File: src/rtl/riscv_pkg.sv
// Shared types, opcodes and datapath helpers for the multicycle RV32I core.
package riscv_pkg;

    localparam logic [6:0] OP_LOAD   = 7'b0000011;
    localparam logic [6:0] OP_STORE  = 7'b0100011;
    localparam logic [6:0] OP_R      = 7'b0110011;
    localparam logic [6:0] OP_I      = 7'b0010011;
    localparam logic [6:0] OP_LUI    = 7'b0110111;
    localparam logic [6:0] OP_BRANCH = 7'b1100011;
    localparam logic [6:0] OP_JAL    = 7'b1101111;

    typedef enum logic [3:0] {
        FETCH, DECODE, MEMADR, MEMREAD, MEMWB, MEMWRITE,
        EXECR, EXECI, LUI, ALUWB, BRANCH, JAL, HALT
    } state_t;

    typedef enum logic [2:0] { ADD, SUB, AND, OR, SLT } alu_op_t;

    typedef enum logic [2:0] { I, S, B, J, U } imm_src_t;

    function automatic logic [31:0] alu(input alu_op_t op, input logic [31:0] a,
                                        input logic [31:0] b);
        case (op)
            SUB:     return a - b;
            AND:     return a & b;
            OR:      return a | b;
            SLT:     return {31'b0, $signed(a) < $signed(b)};
            default: return a + b;
        endcase
    endfunction

    function automatic logic [31:0] immext(input imm_src_t src, input logic [31:7] ins);
        case (src)
            S:       return {{20{ins[31]}}, ins[31:25], ins[11:7]};
            B:       return {{19{ins[31]}}, ins[31], ins[7], ins[30:25], ins[11:8], 1'b0};
            J:       return {{11{ins[31]}}, ins[31], ins[19:12], ins[20], ins[30:21], 1'b0};
            U:       return {ins[31:12], 12'b0};
            default: return {{20{ins[31]}}, ins[31:20]};
        endcase
    endfunction

endpackage

File: src/rtl/riscv_mc_regfile.sv
// Register file: two async reads, one sync write, x0 hardwired to zero.
module riscv_mc_regfile
    import riscv_pkg::*;
#(
    parameter int NREGS = 32
) (
    input  logic                     clk,
    input  logic                     reset_n,
    input  logic [$clog2(NREGS)-1:0] ra1,
    input  logic [$clog2(NREGS)-1:0] ra2,
    output logic [31:0]              rd1,
    output logic [31:0]              rd2,
    input  logic                     we,
    input  logic [$clog2(NREGS)-1:0] wa,
    input  logic [31:0]              wd
);

    logic [31:0] regs [NREGS];

    always_ff @(posedge clk) begin
        if (!reset_n) begin
            regs <= '{default: '0};
        end else if (we && wa != '0) begin
            regs[wa] <= wd;
        end
    end

    assign rd1 = (ra1 == '0) ? '0 : regs[ra1];
    assign rd2 = (ra2 == '0) ? '0 : regs[ra2];

endmodule

File: src/rtl/riscv_multicycle.sv
// Multicycle RV32I/RV32E core with one shared req/ready memory port.
// Define RISCV_ILLEGAL_TRAP_EN to halt on illegal instructions instead of treating them as NOPs.
module riscv_multicycle
    import riscv_pkg::*;
#(
    parameter logic [31:0] RESET_PC = 32'h0000_0000,
    parameter int          NREGS    = 32
) (
    input  logic        clk,
    input  logic        reset_n,
    output logic        mem_req,
    output logic        mem_we,
    output logic [31:0] mem_addr,
    output logic [31:0] mem_wdata,
    input  logic        mem_ready,
    input  logic [31:0] mem_rdata,
    output logic        retire,
    output logic        illegal
);

    localparam int RW = $clog2(NREGS);

    state_t      state, next_state;
    logic [31:0] pc, old_pc, instr, a_reg, b_reg, alu_out, data_reg;
    logic [31:0] rd1, rd2, rf_wd, addr_c;
    logic        rf_we, req_c, we_c, retire_c, bad_enc, bad, taken;
    alu_op_t     alu_op;

    logic [6:0] opcode;
    logic [2:0] funct3;
    assign opcode = instr[6:0];
    assign funct3 = instr[14:12];

    riscv_mc_regfile #(.NREGS(NREGS)) u_rf (
        .clk     (clk),
        .reset_n (reset_n),
        .ra1     (instr[15 +: RW]),
        .ra2     (instr[20 +: RW]),
        .rd1     (rd1),
        .rd2     (rd2),
        .we      (rf_we),
        .wa      (instr[7 +: RW]),
        .wd      (rf_wd)
    );

    always_comb begin
        bad_enc = 1'b0;
        case (opcode)
            OP_LOAD, OP_STORE: bad_enc = (funct3 != 3'b010);
            OP_R, OP_I:        bad_enc = !(funct3 inside {3'b000, 3'b010, 3'b110, 3'b111});
            OP_BRANCH:         bad_enc = (funct3[2:1] != 2'b00);
            OP_LUI, OP_JAL:    bad_enc = 1'b0;
            default:           bad_enc = 1'b1;
        endcase
    end

`ifdef RISCV_ILLEGAL_TRAP_EN
    localparam logic [5:0] NR = 6'(NREGS);
    logic bad_reg;

    always_comb begin
        bad_reg = 1'b0;
        if (opcode != OP_STORE && opcode != OP_BRANCH && {1'b0, instr[11:7]} >= NR)
            bad_reg = 1'b1;
        if (opcode != OP_LUI && opcode != OP_JAL && {1'b0, instr[19:15]} >= NR)
            bad_reg = 1'b1;
        if ((opcode == OP_R || opcode == OP_STORE || opcode == OP_BRANCH) &&
            {1'b0, instr[24:20]} >= NR)
            bad_reg = 1'b1;
    end

    assign bad = bad_enc | bad_reg;

    logic illegal_q;
    always_ff @(posedge clk) begin
        if (!reset_n)
            illegal_q <= 1'b0;
        else if (state == DECODE && bad)
            illegal_q <= 1'b1;
    end
    assign illegal = illegal_q;
`else
    assign bad     = bad_enc;
    assign illegal = 1'b0;
`endif

    always_comb begin
        case (funct3)
            3'b111:  alu_op = AND;
            3'b110:  alu_op = OR;
            3'b010:  alu_op = SLT;
            default: alu_op = (opcode == OP_R && instr[30]) ? SUB : ADD;
        endcase
    end

    assign taken = funct3[0] ? (a_reg != b_reg) : (a_reg == b_reg);

    always_ff @(posedge clk) begin
        if (!reset_n)
            state <= FETCH;
        else
            state <= next_state;
    end

    always_comb begin
        next_state = state;
        req_c      = 1'b0;
        we_c       = 1'b0;
        addr_c     = alu_out;
        retire_c   = 1'b0;
        rf_we      = 1'b0;
        rf_wd      = alu_out;
        case (state)
            FETCH: begin
                req_c  = 1'b1;
                addr_c = pc;
                if (mem_ready) next_state = DECODE;
            end
            DECODE: begin
                if (bad) begin
`ifdef RISCV_ILLEGAL_TRAP_EN
                    next_state = HALT;
`else
                    next_state = FETCH;
                    retire_c   = 1'b1;
`endif
                end else begin
                    case (opcode)
                        OP_LOAD, OP_STORE: next_state = MEMADR;
                        OP_R:              next_state = EXECR;
                        OP_I:              next_state = EXECI;
                        OP_LUI:            next_state = LUI;
                        OP_BRANCH:         next_state = BRANCH;
                        OP_JAL:            next_state = JAL;
                        default:           next_state = FETCH;
                    endcase
                end
            end
            MEMADR:   next_state = (opcode == OP_STORE) ? MEMWRITE : MEMREAD;
            MEMREAD: begin
                req_c = 1'b1;
                if (mem_ready) next_state = MEMWB;
            end
            MEMWB: begin
                rf_we      = 1'b1;
                rf_wd      = data_reg;
                retire_c   = 1'b1;
                next_state = FETCH;
            end
            MEMWRITE: begin
                req_c = 1'b1;
                we_c  = 1'b1;
                if (mem_ready) begin
                    retire_c   = 1'b1;
                    next_state = FETCH;
                end
            end
            EXECR, EXECI, LUI: next_state = ALUWB;
            ALUWB: begin
                rf_we      = 1'b1;
                retire_c   = 1'b1;
                next_state = FETCH;
            end
            BRANCH: begin
                retire_c   = 1'b1;
                next_state = FETCH;
            end
            JAL: begin
                rf_we      = 1'b1;
                rf_wd      = old_pc + 32'd4;
                retire_c   = 1'b1;
                next_state = FETCH;
            end
            HALT:    next_state = HALT;
            default: next_state = FETCH;
        endcase
    end

    always_ff @(posedge clk) begin
        if (!reset_n) begin
            pc       <= RESET_PC;
            old_pc   <= '0;
            instr    <= '0;
            a_reg    <= '0;
            b_reg    <= '0;
            alu_out  <= '0;
            data_reg <= '0;
        end else begin
            case (state)
                FETCH: if (mem_ready) begin
                    instr  <= mem_rdata;
                    old_pc <= pc;
                    pc     <= pc + 32'd4;
                end
                DECODE: begin
                    a_reg <= rd1;
                    b_reg <= rd2;
                    if (opcode == OP_JAL)
                        alu_out <= old_pc + immext(J, instr[31:7]);
                    else
                        alu_out <= old_pc + immext(B, instr[31:7]);
                end
                MEMADR: begin
                    if (opcode == OP_STORE)
                        alu_out <= a_reg + immext(S, instr[31:7]);
                    else
                        alu_out <= a_reg + immext(I, instr[31:7]);
                end
                MEMREAD: if (mem_ready) data_reg <= mem_rdata;
                EXECR:   alu_out <= alu(alu_op, a_reg, b_reg);
                EXECI:   alu_out <= alu(alu_op, a_reg, immext(I, instr[31:7]));
                LUI:     alu_out <= immext(U, instr[31:7]);
                BRANCH:  if (taken) pc <= alu_out;
                JAL:     pc <= alu_out;
                default: ;
            endcase
        end
    end

    // Gating with reset_n keeps the port idle for the whole reset cycle, so an
    // access in flight when reset arrives can never complete.
    assign mem_req   = req_c & reset_n;
    assign mem_we    = we_c & reset_n;
    assign mem_addr  = addr_c;
    assign mem_wdata = b_reg;
    assign retire    = retire_c & reset_n;

endmodule

File: config.mk
export PLATFORM = sky130hd
export DESIGN_NAME = riscv_multicycle
export DESIGN_NICKNAME = d
export VERILOG_FILES = /design/src/rtl/riscv_pkg.sv /design/src/rtl/riscv_mc_regfile.sv /design/src/rtl/riscv_multicycle.sv
export SDC_FILE = /design/constraint.sdc
export NUM_CORES = 2
export LEC_CHECK = 0
export BUFFER_PORTS_ARGS = -buffer_cell sky130_fd_sc_hd__buf_2
export CORE_AREA = 5 5 299 417
export CTS_BUF_LIST = sky130_fd_sc_hd__clkbuf_4
export CTS_CLUSTER_SIZE = 10
export DETAILED_ROUTE_END_ITERATION = 10
export DIE_AREA = 0 0 304 422
export GPL_TIMING_DRIVEN = 0
export MAX_ROUTING_LAYER = met4
export PLACE_DENSITY = 0.83
export SETUP_SLACK_MARGIN = 0.15
export SYNTH_ARGS = -nofsm -noshare
export SYNTH_HDL_FRONTEND = slang
export SYNTH_HIERARCHICAL = 1
export SYNTH_SLANG_ARGS = --single-unit
File: constraint.sdc
create_clock -name clk -period 5.8 [get_ports clk]
set_clock_uncertainty 0.15 [all_clocks]
set_input_delay 0 -clock clk [delete_from_list [all_inputs] [get_ports clk]]
set_output_delay 0 -clock clk [all_outputs]
set_load 0.05 [all_outputs]
==> results of run 1 <==
## what timing repair did
| item | in CTS |
|---|---|
| cloned | 0 |
| endpoints found under the hold margin | 712 |
| resized for setup | 1 |
| setup endpoints to repair | 1 |
| hold buffers | 132 |
## metrics by stage
stage          worst slack (ps)  hold slack, ps
2_1_floorplan              1020           -5.08
3_3_place_gp              -2100             126
3_5_place_dp                172             136
4_1_cts                     173            9.53
## routing by layer
metal / overflow / track usage, %
met1: 0 / 66.6
met2: 148 / 89.4
met3: 1 / 40.8
met4: 101 / 70.2
met5: - / -
## cells in the mapped netlist (65+ instances only)
cell type and count:
a21boi_0 944, nand2_1 2575, o21ai_0 358, nor2b_1 104
nor2_1 241, a211oi_1 97, xnor2_1 99, inv_1 150
a21oi_1 266, mux4_2 448, nor3_1 65, dfxtp_1 1252
ha_1 229, buf_2 118, clkbuf_1 611, a22oi_1 110
a221oi_1 73, a311oi_1 66, mux2i_1 143, a21boi_1 216
nand3_1 78, mux2_2 106
## kinds of logic after synthesis
| family | count (synthesis) |
|---|---|
| XOR/XNOR | 143 |
| buffers and inverters | 984 |
| AO/OA/AOI/OAI | 2509 |
| AND/OR/NAND/NOR | 3326 |
| other | 1 |
| multiplexers | 697 |
| flip-flops | 1252 |
| adder cells (fa/ha/maj) | 235 |
==> results_dict.tcl, run 1 <==
set metrics [dict create \
    status "did not finish" \
    stop_stage "5_1_grt" \
    error_line "[ERROR GRT-0116] Global routing finished with congestion. Check the congestion regions in the DRC Viewer." \
    die_h_um 422 \
    grt_use_total_pct 68.2 \
    synth_area_mm2 0.0776 \
    die_w_um 304 \
    yosys.area.top_type "dfxtp_1" \
    placed_area_mm2 0.0805 \
    synth-seq-area-share_pct 32.3 \
    synth_top_area_share_pct 32.3 \
    cts_buffer_depth 4 \
    dpl.hpwl_um 296000 \
    synth_edf_count 0 \
    synth.mux.area_fraction_pct 16.4 \
    io_buffers 101 \
    synth_xor_xnor_area_share_pct 1.61 \
    synth-main-ff-cell "dfxtp_1" \
    ios 103 \
    postCtsSetupRepairBufs 0 \
    overflow 250 \
    grt_pass1_vias 87800 \
    synth_cell_type_count 97 \
    rows 151 \
    synth_fa_ha_area_share_pct 3.84 \
    place_inst 10900 \
    synth_top_family_by_area "compound AO/OA/AOI/OAI gates" \
    synthSimpleGateAreaFrac_pct 17.7 \
    root_buffer "clkbuf_4" \
    grt_pass1_wl_um 634000 \
    netlist_instances 9147 \
    grt_start_max_net_pins 33 \
    gp_congestion 1.24 \
    synth.area.top_cells "dfxtp_1 32%, mux4_2 13%, nand2_1 12%" \
    ys.warnings.count 6 \
    synth_compound_area_share_pct 22.7 \
    initial_utilization_pct 64.3 \
    cts_buffers 323 \
    synth-seq-cells 1252 \
    async_reset_ff_share_pct 0 \
    cts_num_sinks 1252 \
    synth.avg_cell_area_um2 8.49 \
    htree_levels 5 \
    syn_nets 9417 \
]
==> run 2: changes to the inputs <==
Settings changed: CORE_AREA 5 5 299 417 to 5 5 447 449, CTS_BUF_LIST sky130_fd_sc_hd__clkbuf_4 to default, CTS_CLUSTER_SIZE 10 to default, DIE_AREA 0 0 304 422 to 0 0 452 454, MAX_ROUTING_LAYER met4 to default, PLACE_DENSITY 0.83 to default, PLACE_DENSITY_LB_ADDON from default to 0.15, SETUP_SLACK_MARGIN 0.15 to default.
==> results_dict.tcl, run 2 <==
set metrics [dict create \
    status "complete, but fails checks" \
    violations "max-capacitance violations, max-slew violations, negative setup slack" \
    clk_pin_slew_worst_paths_ps 70 \
    cts_buffer_depth 3 \
    ir_drop_mv 0.231 \
    grt_antenna_before_repair 26 \
    cp.arrival_ps 6570 \
    use_met3_pct 9.12 \
    endpoint_kind "flip-flop" \
    root_buffer "clkbuf_16" \
    synth_area_mm2 0.0776 \
    design_area_mm2 0.0876 \
    htree_levels 4 \
    rsz0062_at_grt "true" \
    cts_tree "yes" \
    synth_top_area_share_pct 32.3 \
    synth-seq-area-share_pct 32.3 \
    clkLatencyLatePin_ps 840 \
    gp_congestion 1.05 \
    mostFrequentLayoutCell "nand2_1" \
    worst_pin_slew_ps 1740 \
    routed_wl_um 422000 \
    placed_area_mm2 0.0819 \
    critPathKind "flip-flop to flip-flop" \
    holdPathStages 4 \
    r2r_cells 9 \
    syn_nets 9417 \
    p_leak_nw 28.5 \
    die_h_um 454 \
    via_per_inst 6.28 \
    drt_iter0_drc 9164 \
    hold_viol_final 0 \
    synth_cell_type_count 97 \
    netlist_instances 9147 \
    areaGrowthSynthToFinish_pct 12.8 \
    ios 103 \
    synth.avg_cell_area_um2 8.49 \
    reg2reg_from "instr[12]$_SDFFE_PN0P_" \
    largest_register_ffs 1024 \
    cp.required_ps 6300 \
    drcViolationCount 0 \
    final.period_utilization_pct 105 \
    grt_pass1_vias 73700 \
    reg2reg_to "alu_out[7]$_SDFFE_PN0P_" \
    regMostFlops "u_rf/regs" \
    synth-seq-cells 1252 \
    power.density_mw_per_mm2 250 \
    finalSetupViolCount 8 \
    layout-drive-gt1-share_pct 12.6 \
    whs_endpoint "alu_out[27]$_SDFFE_PN0P_" \
    hp-start "reset_n" \
    grt_busiest_layer "met2" \
    cts_buffers 150 \
    rows 163 \
    start_kind "flip-flop" \
    die_w_um 452 \
    met2_usage_pct 62.0 \
    synth_edf_count 0 \
    hold_class "input port to flip-flop" \
    dr_total_vias 76500 \
    pre_cts_slack_ps -112 \
    yosys.cell_count.top_type "nand2_1" \
    ys.warnings.count 6 \
    fillCellCount 19700 \
    layout.nets 9774 \
    max_slew_margin_pct -17.0 \
    yosys.area.top_type "dfxtp_1" \
    ant_nets 0 \
    fmax_mhz 165 \
    max-cap-violations 6 \
    period_needed_ps 6070 \
    use_met1_pct 45.6 \
    overflow 0 \
    rrSetupSlack_ps -270 \
    setup_slack_ps -273 \
    synth_common_cells "2,575 x nand2_1, 1,252 x dfxtp_1, 944 x a21boi_0" \
    dpl.hpwl_um 330000 \
    grt_use_total_pct 39.8 \
    die-area_mm2 0.205 \
    synth.area.top_cells "dfxtp_1 32%, mux4_2 13%, nand2_1 12%" \
    cp_max_fo 10 \
    firstDrtPassIters 8 \
    cts_num_sinks 1252 \
    async_reset_ff_share_pct 0 \
    finalMaxSlewViolations 20 \
    grt_start_max_net_pins 31 \
    wl_per_cell_um 34.7 \
    grt_pass1_wl_um 577000 \
    core_mm2 0.196 \
    io_buffers 101 \
    mostFrequentLayoutCells "2,575 x nand2_1, 1,251 x dfxtp_1, 944 x a21boi_0" \
    synth-main-ff-cell "dfxtp_1" \
    initial_utilization_pct 39.7 \
]
## run 2: cell counts after synthesis
Identical to the previous run, type by type.
## run 2: report_power, final
group	switching (mW)	internal (mW)	total, mW
logic	2.48	0.962	3.44
registers	0.153	8.65	8.80
clock network	4.05	5.60	9.65
total	6.68	15.2	21.9
## run 2: cell families (layout without fill, tap and decap cells)
| group | count (synthesis) | after routing | synth area share [%] |
|---|---|---|---|
| xor gates and xnor gates | 143 | 143 | 1.61 |
| DFF | 1252 | 1252 | 32.3 |
| and+or+nand+nor | 3326 | 3326 | 17.7 |
| AOI/OAI and AO/OA | 2509 | 2509 | 22.7 |
| muxes | 697 | 697 | 16.4 |
| adders and majority gates | 235 | 235 | 3.84 |
| other | 1 | 12 | 0.00483 |
| buffers and inverters | 984 | 1451 | 5.45 |
## run 2: worst max path at each step
| stage | startpoint | end | slack [ps] | cells after the start |
|---|---|---|---|---|
| 5_1_grt | instr[12]$_SDFFE_PN0P_ | alu_out[2]$_SDFFE_PN0P_ | -80 | 11 |
| 6_report | instr[12]$_SDFFE_PN0P_ | alu_out[7]$_SDFFE_PN0P_ | -270 | 9 |
| 4_1_cts | state[1]$_SDFFE_PN0P_ | u_rf/regs[744]$_SDFFE_PN0P_ | 20 | 12 |
| 3_3_place_gp | instr[31]$_SDFFE_PN0P_ | alu_out[0]$_SDFFE_PN0P_ | -2770 | 10 |
| 2_1_floorplan | instr[31]$_SDFFE_PN0P_ | alu_out[26]$_SDFFE_PN0P_ | 1020 | 11 |
| 3_5_place_dp | instr[4]$_SDFFE_PN0P_ | alu_out[25]$_SDFFE_PN0P_ | -110 | 16 |
## run 2: critical path, cell delays in order, from the launching register on
cell	delay (ps)
dfxtp_1	330
clkbuf_1	990
nand2b_1	530
and2_1	320
clkbuf_1	380
nor2_1	1070
clkdlybuf4s15_1	1060
a32oi_1	100
o211ai_1	810
a31oi_1	160
## run 2: final cells by class
cell class / count / area [um2] / area share [%]
Multi-Input combinational cell: 6911 / 48600 / 55.4
Sequential cell: 1252 / 25100 / 28.6
Clock buffer: 224 / 4440 / 5.07
Buffer: 833 / 3670 / 4.20
Tap cell: 2557 / 3200 / 3.65
Timing Repair Buffer: 205 / 1580 / 1.80
Inverter: 151 / 567 / 0.647
Clock inverter: 38 / 454 / 0.519
Antenna cell: 11 / 27.5 / 0.0314
## run 2: timing repair
item,4_1_cts,5_1_grt
resized for setup,3,5
hold endpoints to repair,101,0
setup endpoints to repair,4,67
setup buffers,0,0
pin swaps,0,0
hold buffers,67,0
## run 2: metal layers
| metal | up-vias | part of all wire [%] |
|---|---|---|
| li1 | 33100 | - |
| met1 | 37800 | 36 |
| met2 | 4358 | 44 |
| met3 | 1262 | 8.9 |
| met4 | 8 | 11 |
| met5 | - | 0.011 |
## run 2: per-stage QoR
stage	total power, mW	utilization [%]	hold slack [ps]	std cells	setup TNS, ps
2_1_floorplan	10.7	-	-5.08	9147	0
4_1_cts	21.8	44.7	87.7	12200	0
6_report	21.9	44.7	178	12200	-875
5_1_grt	22.3	44.7	159	12200	-164
3_5_place_dp	12.2	41.8	129	11800	-296
3_3_place_gp	12.2	41.6	119	11800	-52560
(Power assumes the default switching activity.)
